[src/rtl/bcd_down_timer.sv]
// Cascaded multi-digit BCD down-counter for the cook timer. It includes a tick
// prescaler, an mm:ss mode, clamping of loaded digits and a done pulse.
`timescale 1ns/1ps

module bcd_down_digit #(
    parameter logic [3:0] MAXV = 4'd9
) (
    input  logic [3:0] din,
    input  logic [3:0] cur,
    input  logic       dec_en,
    output logic [3:0] ld_val,
    output logic       clamp,
    output logic [3:0] dec_val,
    output logic       is_zero
);

    always_comb begin
        clamp   = (din > MAXV);
        ld_val  = clamp ? MAXV : din;
        is_zero = (cur == 4'd0);
        dec_val = cur;
        if (dec_en) begin
            dec_val = is_zero ? MAXV : cur - 4'd1;
        end
    end

endmodule

module bcd_down_timer #(
    parameter int DIGITS   = 4,
    parameter int MINSEC   = 1,
    parameter int TICK_DIV = 1
) (
    input  logic                  clk,
    input  logic                  clr,
    input  logic [4*DIGITS-1:0]   data,
    input  logic                  loadn,
    input  logic                  en,
    output logic [4*DIGITS-1:0]   count,
    output logic                  zero,
    output logic                  tc,
    output logic                  done,
    output logic                  load_err
);

    localparam int PW = (TICK_DIV > 1) ? $clog2(TICK_DIV) : 1;
    localparam logic [PW-1:0] PRE_MAX = PW'(TICK_DIV - 1);

    logic [DIGITS-1:0][3:0] count_q, count_d;
    logic [DIGITS-1:0][3:0] load_val, dec_val;
    logic [DIGITS-1:0]      clamp_err, dig_zero, borrow;
    logic [PW-1:0]          pre_q, pre_d;
    logic                   done_q, done_d;
    logic                   load_err_q, load_err_d;
    logic                   tick;

    assign zero     = &dig_zero;
    assign tc       = zero & en;
    assign count    = count_q;
    assign done     = done_q;
    assign load_err = load_err_q;

    // A tick only happens while running and nonzero, so the chain never
    // borrows out of the top digit (no wrap to all-max).
    assign tick = loadn & en & ~zero & (pre_q == PRE_MAX);

    for (genvar g = 0; g < DIGITS; g++) begin : g_dig
        localparam logic [3:0] MAXV = (MINSEC != 0 && g == 1) ? 4'd5 : 4'd9;

        if (g == 0) begin : g_b0
            assign borrow[g] = tick;
        end else begin : g_bn
            assign borrow[g] = borrow[g-1] & dig_zero[g-1];
        end

        bcd_down_digit #(.MAXV(MAXV)) u_dig (
            .din     (data[4*g +: 4]),
            .cur     (count_q[g]),
            .dec_en  (borrow[g]),
            .ld_val  (load_val[g]),
            .clamp   (clamp_err[g]),
            .dec_val (dec_val[g]),
            .is_zero (dig_zero[g])
        );
    end

    always_comb begin
        count_d    = count_q;
        pre_d      = pre_q;
        done_d     = 1'b0;
        load_err_d = 1'b0;
        if (!loadn) begin
            count_d    = load_val;
            pre_d      = '0;
            load_err_d = |clamp_err;
        end else if (en && !zero) begin
            if (tick) begin
                pre_d   = '0;
                count_d = dec_val;
                done_d  = (dec_val == '0);
            end else begin
                pre_d = pre_q + PW'(1);
            end
        end
    end

    always_ff @(posedge clk or posedge clr) begin
        if (clr) begin
            count_q    <= '0;
            pre_q      <= '0;
            done_q     <= 1'b0;
            load_err_q <= 1'b0;
        end else begin
            count_q    <= count_d;
            pre_q      <= pre_d;
            done_q     <= done_d;
            load_err_q <= load_err_d;
        end
    end

endmodule

[config.mk]
export PLATFORM = sky130hd
export DESIGN_NAME = bcd_down_timer
export DESIGN_NICKNAME = d
export VERILOG_FILES = /design/src/rtl/bcd_down_timer.sv
export SDC_FILE = /design/constraint.sdc
export NUM_CORES = 1
export LEC_CHECK = 0
export ABC_AREA = 1
export CAP_MARGIN = 25
export CORE_MARGIN = 2
export CORE_UTILIZATION = 48
export DETAILED_ROUTE_END_ITERATION = 8
export PLACE_DENSITY = 0.84
export SYNTH_ARGS = -nofsm -noshare
export SYNTH_HDL_FRONTEND = slang
export SYNTH_SLANG_ARGS = --single-unit
[constraint.sdc]
create_clock -name clk -period 2.9 [get_ports clk]
set_input_delay 0.435 -clock clk [delete_from_list [all_inputs] [get_ports clk]]
set_output_delay 0.435 -clock clk [all_outputs]
set_load 0.01 [all_outputs]
==> results of run 1 <==
## layout make-up
type,instances,area share (%)
Multi-Input combinational cell,115,36.0
Sequential cell,19,29.4
Timing Repair Buffer,40,24.6
Inverter,27,6.26
Tap cell,28,2.16
Clock buffer,4,1.62
## layout by cell type (no fill, tap or decap), drive strengths merged, types with 2 or more instances in the layout
master	n
clkdlybuf4s50	39
nand2	33
inv	27
o21ai	24
dfrtp	19
nor2	18
nand3	14
nand4	6
xor2	6
clkbuf	4
a21oi	3
nor3	3
o21bai	2
## worst paths after layout
path,start,to,slack (ps),cells after the start
max,count[4]$_DFFE_PP0P_,tc,370,6
min,clr,count[5]$_DFFE_PP0P_,540,2
max reg2reg,count[1]$_DFFE_PP0P_,done$_DFF_PP0_,1000,9
min reg2reg,pre_q$_DFFE_PP0P_,pre_q$_DFFE_PP0P_,570,2
max in group asynchronous,clr,done$_DFF_PP0_,1880,2
min in group clk,pre_q$_DFFE_PP0P_,pre_q$_DFFE_PP0P_,570,2
## sequential cells by signal (all words and copies together), names as in the netlist
name      cells
count        16
pre_q         1
load_err      1
done          1
## logic make-up (layout without fill, tap and decap cells)
logic type	after synthesis	after routing
buffers and inverters	30	71
xor gates and xnor gates	6	6
and+or+nand+nor	74	74
DFF	19	19
AOI/OAI and AO/OA	35	35
## power by group
group / switching (mW) / internal [mW] / total, mW / leakage, nW
clock network: 0.0841 / 0.0536 / 0.138 / 0.0150
logic: 0.103 / 0.0977 / 0.201 / 0.534
registers: 0.0257 / 0.286 / 0.312 / 0.239
total: 0.213 / 0.438 / 0.651 / 0.788
## through the flow
| step | util [%] | instance area (um2) |
|---|---|---|
| 2_1_floorplan | - | 1170 |
| 3_3_place_gp | 70.6 | 1590 |
| 3_5_place_dp | 70.6 | 1590 |
| 4_1_cts | 71.8 | 1620 |
| 5_1_grt | 71.8 | 1620 |
| 6_report | 71.8 | 1620 |
## cells in the mapped netlist
library cell	n	area, um2
clkbuf_1	3	11.3
inv_2	1	3.75
nand3_1	14	70.1
nand4_1	6	37.5
a21boi_1	1	7.51
nor2_1	18	67.6
xor2_1	6	52.6
inv_1	26	97.6
o21a_1	1	7.51
nor3_1	2	10.0
nand2_2	2	12.5
o21bai_1	2	15.0
o311a_1	1	10.0
nand2_1	31	116
nor3_4	1	16.3
dfrtp_1	19	475
o21ai_1	6	30.0
o21ai_0	18	90.1
a41oi_1	1	8.76
o221ai_1	1	8.76
a21oi_1	3	15.0
a21o_1	1	7.51
## per-layer routing
layer	track usage [%]	vias up	share of wire [%]
met1	32.5	578	45
met3	3.11	6	4.6
li1	-	617	-
met4	12.8	0	1.6
met2	40.1	48	49
met5	0	-	0
==> flow_summary.toml, run 1 <==
[layout]
multiInputGateArea_um2 = 583
regArea_um2 = 475
final_net_count = 226
area_growth_syn_to_layout_pct = 38.2
final_cells = 233
final_layout_size_suffix_gt1_share_pct = 3.90
diodes = 0
nFillCells = 191

[logic_synthesis]
syn_area_per_cell_um2 = 7.14
synth-warning-count = 0
synthMuxAreaShare_pct = 0
synth_nets = 184
ys_types = 22
synth_area_um2 = 1170
synth_compound_area_share_pct = 17.1
ys_ff_latch = 19
netlist_instances = 164
synth-simple-area-share_pct = 28.2
synthAdderAreaFrac_pct = 0
synthXorXnorAreaFrac_pct = 4.49
synth_top_family_by_area = "simple AND/OR/NAND/NOR gates"
ys_seq_area_share_pct = 40.6

[die]
core_area_um2 = 2250
die_w_um = 53.4
die_area_um2 = 2850
fp.dieH_um = 53.4
start_util_pct = 51.9
fp-row-count = 17
io_pins = 40

[sta]
timing.final.crit_share_pct = 87.3
setup_viol = 0
rsz0062_at_grt = "false"
worst_slew_pin_slew_ps = 743
maxSlewHeadroom_pct = 50.4
fin_crit_ps = 2530
fin_ws_ps = 367
clock_skew_ps = 8.78
hold_viol_final = 0
fin_setup_tns_ps = 0
drv_slew = 0
holdWs_ps = 544
clock.fmax_mhz = 395

[clock_tree]
path_clk_slew_ps = 110
clock_sinks = 19
numCtsBuffers = 3
cts_tree = "built"
cts.htree.levels = 1
hold_buffers = 0
cts_root_buf = "clkbuf_4"
clock_path_buffers = 2
insertion_delay_ps = 300
post_cts_resize_count = 0
post_cts_buffers = 0

[placed_design]
dpl_worst_slack_ps = 518
post-dp-hpwl_um = 2370
dp.cells = 229
gp_congestion = 0.887
io_buffers = 39

[worst_hold_path]
hold_class = "input pin to asynchronous set/reset pin"

[global_route]
grt_start_max_net_pins = 23
grt_usage_pct = 25.0
grt-ovfl-total = 0
antenna_found_initial = 0
grt_pass1_wl_um = 5220
grt_pass1_vias = 1229

[setup_path]
path_class = "register to output port"
start_kind = "register"
critical_path_required_ps = 2470
crit_top_cell = "nor2_1"
cp_top_family = "simple AND/OR/NAND/NOR gates"
crit_arrival_ps = 2100
worst-path-buf-inv = 1
crit_fanout = 10
slowest_stage = "clkdlybuf4s50_1"
end_kind = "output port"
crit_chain = "nor2_1 -> nand2_1 -> nor2_1 -> nand2_2 -> nor2_1 -> clkdlybuf4s50_1"
cp_slowest_stage_delay_ps = 550

[status]
outcome = "completed"

[routing]
wirelength_um = 3080
first_iter_violations = 55
dr.pass1.iters = 4
avgRoutedWirePerCell_um = 13.2
avgViaCountPerCell = 5.36
ant_nets = 0
drc = 0
vias = 1249

[power_and_ir_drop]
power_density_nw_per_um2 = 402
vdd_drop_max_v = 0.000317
p_total_uw = 651
p_leak_nw = 0.788

[job]
drv_cap = 0
No activity file was read; power rests on OpenSTA's default activity.
==> inputs of run 2 (changes only) <==
--- a/config.mk
+++ b/config.mk
@@ -11,6 +11,8 @@
 export CORE_UTILIZATION = 48
 export DETAILED_ROUTE_END_ITERATION = 8
 export PLACE_DENSITY = 0.84
+export RECOVER_POWER = 25
+export SKIP_CTS_REPAIR_TIMING = 1
 export SYNTH_ARGS = -nofsm -noshare
 export SYNTH_HDL_FRONTEND = slang
 export SYNTH_SLANG_ARGS = --single-unit
==> flow_summary.toml, run 2 (same netlist as run 1, synthesis figures left out) <==
[routing]
ant_nets = 0
wirelength_um = 3090
drc = 0
dr.pass1.iters = 4
vias = 1250
first_iter_violations = 55
avgRoutedWirePerCell_um = 13.2
avgViaCountPerCell = 5.36

[global_route]
grt-ovfl-total = 0
grt_pass1_wl_um = 5220
antenna_found_initial = 0
grt_start_max_net_pins = 23
grt_usage_pct = 25.0
grt_pass1_vias = 1229

[clock_tree]
clock_path_buffers = 2
insertion_delay_ps = 300
cts_root_buf = "clkbuf_4"
numCtsBuffers = 3
cts.htree.levels = 1
cts_tree = "built"
clock_sinks = 19
path_clk_slew_ps = 110

[power_and_ir_drop]
power_density_nw_per_um2 = 402
vdd_drop_max_v = 0.000317
p_sw_uw = 213
p_clk_share_pct = 21.2
seqPwrFrac_pct = 47.9
comb_power_share_pct = 30.9
p_sw_share_pct = 32.8
p_int_uw = 437
p_leak_nw = 0.788

[sta]
drv_slew = 0
worst_slew_pin_slew_ps = 744
maxSlewHeadroom_pct = 50.4
fin_ws_ps = 367
fin_crit_ps = 2530
setup_viol = 0
clock.fmax_mhz = 395
clock_skew_ps = 8.74
timing.final.crit_share_pct = 87.3
rsz0062_at_grt = "false"
fin_setup_tns_ps = 0
hold_viol_final = 0

[setup_path]
worst-path-buf-inv = 1
crit_fanout = 10
crit_top_cell = "nor2_1"
crit_arrival_ps = 2100
slowest_stage = "clkdlybuf4s50_1"
cp_top_family = "simple AND/OR/NAND/NOR gates"
end_kind = "output port"
critical_path_required_ps = 2470
crit_chain = "nor2_1 -> nand2_1 -> nor2_1 -> nand2_2 -> nor2_1 -> clkdlybuf4s50_1"
cp_slowest_stage_delay_ps = 550
path_class = "register to output port"
start_kind = "register"

[die]
io_pins = 40
die_w_um = 53.4
fp.dieH_um = 53.4
start_util_pct = 51.9
die_area_um2 = 2850
fp-row-count = 17
core_area_um2 = 2250

[worst_hold_path]
hold_class = "register to register"

[layout]
area_growth_syn_to_layout_pct = 38.2
final_net_count = 226
diodes = 0
final_common_cell = "clkdlybuf4s50_1"
nFillCells = 191
layout_common_cells = "clkdlybuf4s50_1, nand2_1, inv_1, dfrtp_1"
largest_reg_flops = 16
final_layout_size_suffix_gt1_share_pct = 3.90

[placed_design]
io_buffers = 39
dpl_worst_slack_ps = 518
gp_congestion = 0.887
post-dp-hpwl_um = 2370

[job]
drv_cap = 0

[status]
outcome = "completed"
-- run 2: cell count changes in the layout (fill, tap and decap cells not counted) --
cell	delta
dlygate4sd3_1	+1
clkdlybuf4s50_1	-1
-- run 2: cell type report --
type	count	area (um2)	share of cell area [%]
Tap cell	28	35.0	2.16
Sequential cell	19	475	29.4
Clock buffer	4	26.3	1.62
Multi-Input combinational cell	115	583	36.0
Timing Repair Buffer	40	398	24.6
Inverter	27	101	6.26
-- run 2: path summary, 6_finish.rpt --
kind | startpoint | to | slack [ps] | depth (start not counted)
hold / removal | pre_q$_DFFE_PP0P_ | pre_q$_DFFE_PP0P_ | 570 | 2
hold reg to reg | pre_q$_DFFE_PP0P_ | pre_q$_DFFE_PP0P_ | 570 | 2
setup / recovery | count[4]$_DFFE_PP0P_ | tc | 370 | 6
max in group asynchronous | clr | done$_DFF_PP0_ | 1750 | 2
min in group asynchronous | clr | count[5]$_DFFE_PP0P_ | 680 | 2
setup reg to reg | count[1]$_DFFE_PP0P_ | done$_DFF_PP0_ | 1000 | 9
-- run 2: per-stage QoR --
| step | hold slack [ps] | utilization, % | std cells | area [um2] | power [mW] |
|---|---|---|---|---|---|
| 2_1_floorplan | 386 | - | 164 | 1170 | 0.417 |
| 3_3_place_gp | 550 | 70.6 | 229 | 1590 | 0.512 |
| 3_5_place_dp | 548 | 70.6 | 229 | 1590 | 0.515 |
| 4_1_cts | 563 | 71.8 | 233 | 1620 | 0.652 |
| 5_1_grt | 580 | 71.8 | 233 | 1620 | 0.688 |
| 6_report | 565 | 71.8 | 233 | 1620 | 0.650 |
-- run 2: tightest hold or removal path: cells and delay by family (launching register included) --
family           cells  cell delay (ps)
AND/OR/NAND/NOR      1               70
AO/OA/AOI/OAI        1               40
flip-flops           1              430
-- run 2: power groups by stage --
stage	sequential, mW	clock, mW	combinational, mW
after floorplan	0.323	0	0.0944
after global placement	0.315	0	0.197
after detailed placement	0.316	0	0.199
after CTS	0.311	0.140	0.201
after global routing	0.315	0.148	0.226
final	0.312	0.138	0.201
-- run 2: metal layers --
layer | part of all wire, % | global-route usage, % | up-vias
met2 | 49 | 40.1 | 42
li1 | - | - | 617
met1 | 45 | 32.5 | 585
met4 | 1.6 | 12.8 | 0
met5 | 0 | 0 | -
met3 | 4.4 | 3.11 | 6
==> inputs of run 3 (changes only) <==
--- a/config.mk
+++ b/config.mk
@@ -10,7 +10,8 @@
 export CORE_MARGIN = 2
 export CORE_UTILIZATION = 48
 export DETAILED_ROUTE_END_ITERATION = 8
-export PLACE_DENSITY = 0.84
+export GPL_ROUTABILITY_DRIVEN = 0
+export PLACE_DENSITY_LB_ADDON = 0.2
 export RECOVER_POWER = 25
 export SKIP_CTS_REPAIR_TIMING = 1
 export SYNTH_ARGS = -nofsm -noshare
==> constraint.sdc (replaced) <==
create_clock -name clk -period 2.9 [get_ports clk]
set_input_delay 0.435 -clock clk [delete_from_list [all_inputs] [get_ports clk]]
set_output_delay 0.435 -clock clk [all_outputs]
set_load 0.02 [all_outputs]
==> flow_summary.toml, run 3 (same netlist as run 1, synthesis figures left out) <==
[status]
outcome = "completed"

[sta]
drv_slew = 0
rsz0062_at_grt = "false"
timing.final.crit_share_pct = 91.7
holdWs_ps = 591
fin_crit_ps = 2660
fin_ws_ps = 239
setup_viol = 0
clock.fmax_mhz = 376
maxSlewHeadroom_pct = 51.7
worst_slew_pin_slew_ps = 724
clock_skew_ps = 1.26
fin_setup_tns_ps = 0
hold_viol_final = 0

[layout]
final_net_count = 226
layout_common_cells = "clkdlybuf4s50_1, nand2_1, inv_1, dfrtp_1"
area_growth_syn_to_layout_pct = 38.2
final_layout_size_suffix_gt1_share_pct = 3.90
diodes = 0
largest_reg_flops = 16
final_common_cell = "clkdlybuf4s50_1"
final_cells = 233

[die]
start_util_pct = 51.9
die_w_um = 53.4
fp-row-count = 17
die_area_um2 = 2850
io_pins = 40
core_area_um2 = 2250
fp.dieH_um = 53.4

[clock_tree]
numCtsBuffers = 3
clock_path_buffers = 2
cts_root_buf = "clkbuf_4"
insertion_delay_ps = 310
clock_sinks = 19
cts_tree = "built"
path_clk_slew_ps = 120
cts.htree.levels = 1

[routing]
drc = 0
first_iter_violations = 29
dr.pass1.iters = 4
avgRoutedWirePerCell_um = 13.0
ant_nets = 0
vias = 1264
avgViaCountPerCell = 5.42
wirelength_um = 3040

[setup_path]
crit_arrival_ps = 2230
path_class = "register to output port"
r2r_start = "count[4]$_DFFE_PP0P_"
crit_fanout = 10
end_kind = "output port"
start_kind = "register"
ff2ff_path_depth = 12
r2r_setup_slack_ps = 980
critical_path_required_ps = 2470
rr_endpoint = "done$_DFF_PP0_"

[placed_design]
dp.cells = 229
dpl_worst_slack_ps = 560
post-dp-hpwl_um = 2420
io_buffers = 39

[global_route]
antenna_found_initial = 0
grt_usage_pct = 24.5
grt_start_max_net_pins = 23
grt_pass1_wl_um = 4930
grt-ovfl-total = 0
grt_pass1_vias = 1172

[worst_hold_path]
hold_class = "register to register"
min-delay-start = "pre_q$_DFFE_PP0P_"
hold_end = "pre_q$_DFFE_PP0P_"
holdPathStages = 2

[power_and_ir_drop]
p_leak_nw = 0.788
vdd_drop_max_v = 0.000375
power_density_nw_per_um2 = 416
p_total_uw = 673

[job]
drv_cap = 0
==> run 3: cell counts in the layout (fill, tap and decap cells not counted) <==
No cell type changed its count.
==> run 3: where the power goes <==
part | internal [mW] | switching, mW
registers | 0.286 | 0.0257
logic | 0.0976 | 0.120
clock network | 0.0537 | 0.0900
==> run 3: cell type report <==
| cell class | count | area [um2] |
|---|---|---|
| Fill cell | 211 | 636 |
| Inverter | 27 | 101 |
| Multi-Input combinational cell | 115 | 583 |
| Clock buffer | 4 | 26.3 |
| Timing Repair Buffer | 40 | 398 |
| Tap cell | 28 | 35.0 |
| Sequential cell | 19 | 475 |
==> run 3: worst max path at each step <==
stage	start	end	slack, ps
floorplan	count[4]$_DFFE_PP0P_	tc	1110
global placement	loadn	done$_DFF_PP0_	610
detailed placement	loadn	done$_DFF_PP0_	560
CTS	count[4]$_DFFE_PP0P_	tc	250
global route	count[4]$_DFFE_PP0P_	tc	110
finish	count[4]$_DFFE_PP0P_	tc	240
==> run 3: per-layer routing <==
metal / vias to the layer above / wire [um] / GRT usage [%] / part of all wire [%]
met3: 6 / 177 / 4.80 / 5.8
met4: 0 / 55 / 13.7 / 1.8
met5: - / 0 / 0 / 0
met2: 47 / 1540 / 40.9 / 51
met1: 595 / 1270 / 29.0 / 42
li1: 616 / - / - / -
==> run 3: stage by stage <==
stage	instance area, um2	utilization [%]
2_1_floorplan	1170	-
3_3_place_gp	1590	70.6
3_5_place_dp	1590	70.6
4_1_cts	1620	71.8
5_1_grt	1620	71.8
6_report	1620	71.8
==> run 3: critical path, cell delays in order (launching register included) <==
cell	delay [ps]
dfrtp_1	450
nor2_1	230
nand2_1	110
nor2_1	220
nand2_2	180
nor2_1	120
clkdlybuf4s50_1	610
